===== src/rtl/ifetch_pkg.sv =====
// Shared instruction codes for the fetch stage: NOP/HALT words and the HALT opcode.
package ifetch_pkg;

  localparam logic [31:0] NOP_WORD    = 32'h0000_0000;
  localparam logic [31:0] HALT_WORD   = 32'hFFFF_FFFF;
  localparam logic [5:0]  HALT_OPCODE = 6'h3F;

  // Word index addressed by a byte PC; the two low bits are ignored.
  function automatic logic [31:0] word_index(input logic [31:0] pc, input int unsigned depth);
    return (pc >> 2) % depth;
  endfunction

endpackage


===== src/rtl/ifetch_instruction_memory.sv =====
// Debug-loadable instruction memory: append-only writes through a pointer, one-cycle clear to
// NOP, full/empty flags and asynchronous read.
module ifetch_instruction_memory
  import ifetch_pkg::*;
#(
  parameter int unsigned Depth = 64,
  parameter int unsigned Width = 32,
  localparam int unsigned AddrW = $clog2(Depth)
) (
  input  logic             clk_i,
  input  logic             rst_i,
  input  logic             clear_i,
  input  logic             wr_en_i,
  input  logic [Width-1:0] wr_data_i,
  input  logic [AddrW-1:0] rd_addr_i,
  output logic [Width-1:0] rd_data_o,
  output logic             full_o,
  output logic             empty_o
);

  logic [Width-1:0] mem_q [Depth];
  logic [AddrW:0]   wcnt_q, wcnt_d;
  logic             wr_accept;

  assign full_o    = (wcnt_q == (AddrW + 1)'(Depth));
  assign empty_o   = (wcnt_q == '0);
  assign wr_accept = wr_en_i & ~full_o & ~clear_i;
  assign rd_data_o = mem_q[rd_addr_i];

  always_comb begin
    wcnt_d = wcnt_q;
    if (clear_i) begin
      wcnt_d = '0;
    end else if (wr_accept) begin
      wcnt_d = wcnt_q + 1'b1;
    end
  end

  always_ff @(posedge clk_i) begin
    if (rst_i) begin
      wcnt_q <= '0;
    end else begin
      wcnt_q <= wcnt_d;
    end
  end

  // Contents survive reset; only clear or an accepted append touches the array.
  always_ff @(posedge clk_i) begin
    if (!rst_i) begin
      if (clear_i) begin
        for (int unsigned i = 0; i < Depth; i++) begin
          mem_q[i] <= Width'(NOP_WORD);
        end
      end else if (wr_accept) begin
        mem_q[wcnt_q[AddrW-1:0]] <= wr_data_i;
      end
    end
  end

endmodule


===== src/rtl/ifetch.sv =====
// MIPS instruction-fetch stage: PC, next-PC mux, IF/ID register and optional halt detection.
// Define IFETCH_HALT_DETECT_EN to make a fetched HALT word freeze the stage until reset.
module ifetch
  import ifetch_pkg::*;
#(
  parameter int unsigned PC_SIZE           = 32,
  parameter int unsigned BUS_SIZE          = 32,
  parameter int unsigned MEM_SIZE_IN_WORDS = 64
) (
  input  logic                i_clk,
  input  logic                i_reset,
  input  logic                i_enable,
  input  logic                i_stall,
  input  logic                i_next_pc_src,
  input  logic [PC_SIZE-1:0]  i_next_not_seq_pc,
  input  logic                i_instr_wr_enable,
  input  logic [BUS_SIZE-1:0] i_instr_wr_data,
  input  logic                i_clear_mem,
  output logic [BUS_SIZE-1:0] o_instruction,
  output logic [PC_SIZE-1:0]  o_next_seq_pc,
  output logic                o_halt,
  output logic                o_mem_full,
  output logic                o_mem_empty
);

  localparam int unsigned AddrW = $clog2(MEM_SIZE_IN_WORDS);

  logic [PC_SIZE-1:0]  pc_q, pc_d, pc_plus4;
  logic [BUS_SIZE-1:0] instr_q, instr_d, fetch_word;
  logic [PC_SIZE-1:0]  seq_q, seq_d;
  logic                adv, hit_halt, halted;

  ifetch_instruction_memory #(
    .Depth(MEM_SIZE_IN_WORDS),
    .Width(BUS_SIZE)
  ) u_imem (
    .clk_i    (i_clk),
    .rst_i    (i_reset),
    .clear_i  (i_clear_mem),
    .wr_en_i  (i_instr_wr_enable),
    .wr_data_i(i_instr_wr_data),
    .rd_addr_i(pc_q[AddrW+1:2]),
    .rd_data_o(fetch_word),
    .full_o   (o_mem_full),
    .empty_o  (o_mem_empty)
  );

  assign pc_plus4 = pc_q + PC_SIZE'(4);
  assign adv      = i_enable & ~i_stall & ~halted;

`ifdef IFETCH_HALT_DETECT_EN
  logic halted_q;

  assign hit_halt = (fetch_word == BUS_SIZE'(HALT_WORD));
  assign halted   = halted_q;

  always_ff @(posedge i_clk) begin
    if (i_reset) begin
      halted_q <= 1'b0;
    end else if (adv && hit_halt) begin
      halted_q <= 1'b1;
    end
  end
`else
  assign hit_halt = 1'b0;
  assign halted   = 1'b0;
`endif

  assign o_halt = halted;

  // A redirect only steers the PC; the word already fetched is latched as the delay slot.
  always_comb begin
    pc_d    = pc_q;
    instr_d = instr_q;
    seq_d   = seq_q;
    if (adv) begin
      instr_d = fetch_word;
      seq_d   = pc_plus4;
      if (!hit_halt) begin
        pc_d = i_next_pc_src ? i_next_not_seq_pc : pc_plus4;
      end
    end
  end

  always_ff @(posedge i_clk) begin
    if (i_reset) begin
      pc_q    <= '0;
      instr_q <= BUS_SIZE'(NOP_WORD);
      seq_q   <= '0;
    end else begin
      pc_q    <= pc_d;
      instr_q <= instr_d;
      seq_q   <= seq_d;
    end
  end

  assign o_instruction = instr_q;
  assign o_next_seq_pc = seq_q;

endmodule

===== config.mk =====
export PLATFORM = sky130hd
export DESIGN_NAME = ifetch
export DESIGN_NICKNAME = d
export VERILOG_FILES = /design/src/rtl/ifetch_pkg.sv /design/src/rtl/ifetch_instruction_memory.sv /design/src/rtl/ifetch.sv
export SDC_FILE = /design/constraint.sdc
export NUM_CORES = 2
export LEC_CHECK = 0
export ABC_AREA = 1
export CAP_MARGIN = 0
export CORE_MARGIN = 2
export CORE_UTILIZATION = 34
export DETAILED_ROUTE_END_ITERATION = 12
export PLACE_DENSITY = 0.56
export SLEW_MARGIN = 30
export SYNTH_ARGS = -nofsm -noshare
export SYNTH_HDL_FRONTEND = slang
export SYNTH_SLANG_ARGS = --single-unit

===== constraint.sdc =====
create_clock -name i_clk -period 4.05 [get_ports i_clk]
set_clock_uncertainty 0.2 [all_clocks]
set_input_delay 0.6075 -clock i_clk [delete_from_list [all_inputs] [get_ports i_clk]]
set_output_delay 0.6075 -clock i_clk [all_outputs]
set_load 0.01 [all_outputs]

==> results.toml <==
[outcome]
run_status = "finished clean"

[worst_hold_path]
worstHoldPathType = "primary input to register"

[flow_run]
cap_violations = 0

[clock_tree]
cts.root.buffer_cell = "sky130_fd_sc_hd__clkbuf_16"
ctsResizeCount = 0
cts_hold_buffers = 0
clock_sink_count = 2151
cts_post_setup_buffers_inserted = 0
worstSkewPairLatency_ns = 0.91
total_clock_buffers_created_by_cts = 230
htree_levels = 4
cts_tree = "yes"
worst_setup_hold_path_clk_slew_ns = 0.06
cts_max_path_buffers = 4

[power_and_ir_drop]
ir_drop_mv = 0.358
leakagePower_nw = 48.9
power_density_mw_per_mm2 = 433

[critical_path]
crit_arrival_ns = 2.92
crit_slowest_cell = "sky130_fd_sc_hd__clkdlybuf4s50_1"
endpoint_kind = "primary output"
max_stage_delay_ns = 0.55
startpoint_type = "register"
crit_required_ns = 3.24
critical_path_peak_fanout = 7
timing.critical_path.cells = "inv_1, ha_1, nand2_1, nor4_2, buf_4, clkdlybuf4s50_1"
timing.setup.critical_path_class = "register to primary output"
r2r_setup_slack_ns = 0.62

[route]
post_drt_via_cell_ratio = 4.88
drt-total-wl_um = 321000
detailed_router_iteration_count_before_antenna_repair = 6
post_drt_wl_per_cell_um = 20.6
drtIter0Drc = 7682
antenna_violating_nets_post_route = 0
drc = 0
via_count = 75800

[global_route]
grt_antenna_before_repair = 8
grtUsageMet2_pct = 32.6
grt_use_met1_pct = 29.7
use_met3_pct = 2.82
grt-busiest-layer = "met2"
grt_pass1_wl_um = 472000
grt_start_max_net_pins = 161
aggregate_global_routing_overflow = 0
grt_pass1_vias = 70900
groute.usage.overall_pct = 20.8

[logic_synthesis]
synth_area_sq_mm = 0.101
count_of_unique_library_cells_instantiated_by_yosys = 36
synth-seq-cells = 2151
synth.area.top_cells = "sky130_fd_sc_hd__edfxtp_1 (61%), sky130_fd_sc_hd__nand2_1 (12%), sky130_fd_sc_hd__nor2_1 (10%)"
synth_top_cell_by_area = "sky130_fd_sc_hd__edfxtp_1"
postSynthCellCount = 11500
synthesis.yosys.warnings = 0
synth_area_per_cell_sq_um = 8.76
yosysSeqAreaShare_pct = 62.9
netlist.area_leader.share_pct = 60.9
synth.net_count = 11600

[layout]
layout-drive-gt1-share_pct = 6.39
area_growth_syn_to_layout_pct = 13.9
fin_area_sq_mm = 0.115
design.final.nets = 11500

[die]
fp.dieH_um = 549
placementRows = 200
chipWidth_um = 549
fp.dieArea_sq_mm = 0.302
ioPinCount = 138
initial_cell_density_of_the_core_pct = 34.1
core_region_area_sq_mm = 0.296

[sta]
timing.slew.headroom_pct = 32.4
final_hold_viol_count = 0
fin_crit_ns = 3.73
setup-violations-final = 0
tightestPinTransition_ns = 1.01
slew_viol_final = 0
timing.final.crit_share_pct = 92.2
unrepaired_setup_endpoints_after_global_routing = "false"
fin_tns_setup_ns = 0
timing.fmax_ghz = 0.268

[placed_design]
postPlaceCellArea_sq_mm = 0.108
hpwlAfterDp_um = 199000
place.gp.congestion = 0.894
numPortBuffers = 136
[cells in the mapped netlist]
library cell	n
sky130_fd_sc_hd__o211a_1	1
sky130_fd_sc_hd__nand2_2	1
sky130_fd_sc_hd__o21ai_0	309
sky130_fd_sc_hd__a221oi_1	2
sky130_fd_sc_hd__ha_1	3
sky130_fd_sc_hd__nand2_1	3140
sky130_fd_sc_hd__or2_2	12
sky130_fd_sc_hd__clkbuf_1	621
sky130_fd_sc_hd__nand3_2	2
sky130_fd_sc_hd__nor2_2	2
sky130_fd_sc_hd__nor3_2	1
sky130_fd_sc_hd__buf_6	1
sky130_fd_sc_hd__inv_2	35
sky130_fd_sc_hd__nor4_1	1
sky130_fd_sc_hd__buf_1	69
sky130_fd_sc_hd__a211oi_1	1
sky130_fd_sc_hd__edfxtp_1	2048
sky130_fd_sc_hd__inv_1	1135
sky130_fd_sc_hd__a31oi_1	7
sky130_fd_sc_hd__dfxtp_1	103
sky130_fd_sc_hd__nand4_1	8
sky130_fd_sc_hd__buf_2	159
sky130_fd_sc_hd__a22o_1	2
sky130_fd_sc_hd__clkinv_1	2
sky130_fd_sc_hd__xnor2_1	1
sky130_fd_sc_hd__nor2_1	2807
sky130_fd_sc_hd__a21oi_1	71
sky130_fd_sc_hd__buf_4	1
sky130_fd_sc_hd__o211ai_1	18
sky130_fd_sc_hd__nor3_1	11
sky130_fd_sc_hd__xor2_1	15
sky130_fd_sc_hd__nand3b_1	1
sky130_fd_sc_hd__nor4_4	3
sky130_fd_sc_hd__conb_1	1
sky130_fd_sc_hd__nor3_4	3
sky130_fd_sc_hd__nand3_1	940
[path summary, 6_finish.rpt]
check	from	endpoint	cells after the start
hold / removal	i_next_not_seq_pc[3]	pc_q[3]	3
hold reg to reg	pc_q[0]	pc_q[0]	2
setup / recovery	u_imem.wcnt_q[0]	o_mem_empty	6
setup reg to reg	pc_q[3]	o_instruction[10]	12
[per-stage QoR]
stage / utilization [%] / setup WS [ns] / power, mW / cells / hold slack (ns)
4_1_cts: 38.8 / 0.186 / 50.2 / 15500 / 0.0570
3_3_place_gp: 36.5 / 0.481 / 30.1 / 15100 / 0.244
3_5_place_dp: 36.5 / 0.497 / 30.1 / 15100 / 0.248
6_report: 38.9 / 0.318 / 49.9 / 15500 / 0.118
5_1_grt: 38.9 / 0.145 / 51.5 / 15500 / 0.0905
2_1_floorplan: - / 0.591 / 28.1 / 11500 / 0.230
[routing by layer]
metal | routed length, um | share of wire (%)
met3 | 23900 | 7.5
met2 | 146000 | 45
met4 | 11300 | 3.5
met5 | 13 | 0.0041
met1 | 140000 | 44
[power breakdown]
| part | total (mW) | leakage (nW) | switching (mW) | internal (mW) |
|---|---|---|---|---|
| combinational | 4.55 | 24.7 | 3.34 | 1.21 |
| clock | 20.2 | 3.43 | 8.89 | 11.3 |
| sequential | 25.1 | 20.8 | 0.202 | 24.9 |
| total | 49.9 | 48.9 | 12.4 | 37.5 |
[worst max-delay path, delay by kind of cell, from the launching register on]
| family | cells | cell delay, ns |
|---|---|---|
| adders and majority gates | 1 | 0.23 |
| buffers and inverters | 3 | 1.12 |
| DFF | 1 | 0.33 |
| and+or+nand+nor | 2 | 0.35 |
[sequential cells by signal, indices dropped and copies added (netlist names)]
register	count
pc_q	32
u_imem.wcnt_q	7
o_next_seq_pc	32
u_imem.mem_q	2048
o_instruction	32
[placed cells by master, fill, tap and decap left out, types with 3 or more instances in the layout]
| cell type | count |
|---|---|
| sky130_fd_sc_hd__nor3_1 | 11 |
| sky130_fd_sc_hd__inv_1 | 1130 |
| sky130_fd_sc_hd__a31oi_1 | 7 |
| sky130_fd_sc_hd__dfxtp_1 | 99 |
| sky130_fd_sc_hd__clkbuf_16 | 231 |
| sky130_fd_sc_hd__a21oi_1 | 71 |
| sky130_fd_sc_hd__buf_12 | 107 |
| sky130_fd_sc_hd__bufinv_16 | 14 |
| sky130_fd_sc_hd__nor3_4 | 3 |
| sky130_fd_sc_hd__dfxtp_4 | 3 |
| sky130_fd_sc_hd__nand2_1 | 3139 |
| sky130_fd_sc_hd__o211ai_1 | 18 |
| sky130_fd_sc_hd__nor2_1 | 2803 |
| sky130_fd_sc_hd__xor2_1 | 15 |
| sky130_fd_sc_hd__clkdlybuf4s50_1 | 135 |
| sky130_fd_sc_hd__o21ai_0 | 309 |
| sky130_fd_sc_hd__nor2_4 | 3 |
| sky130_fd_sc_hd__inv_6 | 4 |
| sky130_fd_sc_hd__clkinv_2 | 73 |
| sky130_fd_sc_hd__inv_8 | 3 |
| sky130_fd_sc_hd__nand3_1 | 940 |
| sky130_fd_sc_hd__or2_2 | 12 |
| sky130_fd_sc_hd__nor2_2 | 3 |
| sky130_fd_sc_hd__clkinvlp_4 | 3 |
| sky130_fd_sc_hd__edfxtp_1 | 2048 |
| sky130_fd_sc_hd__nor4_4 | 3 |
| sky130_fd_sc_hd__clkbuf_8 | 3 |
| sky130_fd_sc_hd__buf_4 | 253 |
| sky130_fd_sc_hd__clkinv_1 | 57 |
| sky130_fd_sc_hd__nand4_1 | 8 |
| sky130_fd_sc_hd__ha_1 | 3 |
| sky130_fd_sc_hd__inv_2 | 3 |
| sky130_fd_sc_hd__clkinv_4 | 3 |
| sky130_fd_sc_hd__clkbuf_1 | 45 |
[cell families after synthesis]
family | synth area share [%]
flops | 62.9
fa+ha+maj | 0.0371
compound gates | 2.11
xor+xnor | 0.139
other cells | 0.00371
simple gates | 27.1
buf+inv | 7.72
[area by class of cell]
type                       instances  area (sq um)
antenna                            2          5.00
clock buffer                     279          5990
clock inverter                   124           990
fill                           29400        181000
inverter                        1172          4460
multi-input combinational       7363         29700
sequential                      2151         63600
tap                             3939          4930
timing repair buffer             498          5450
Power figures use the tool's default switching activity.
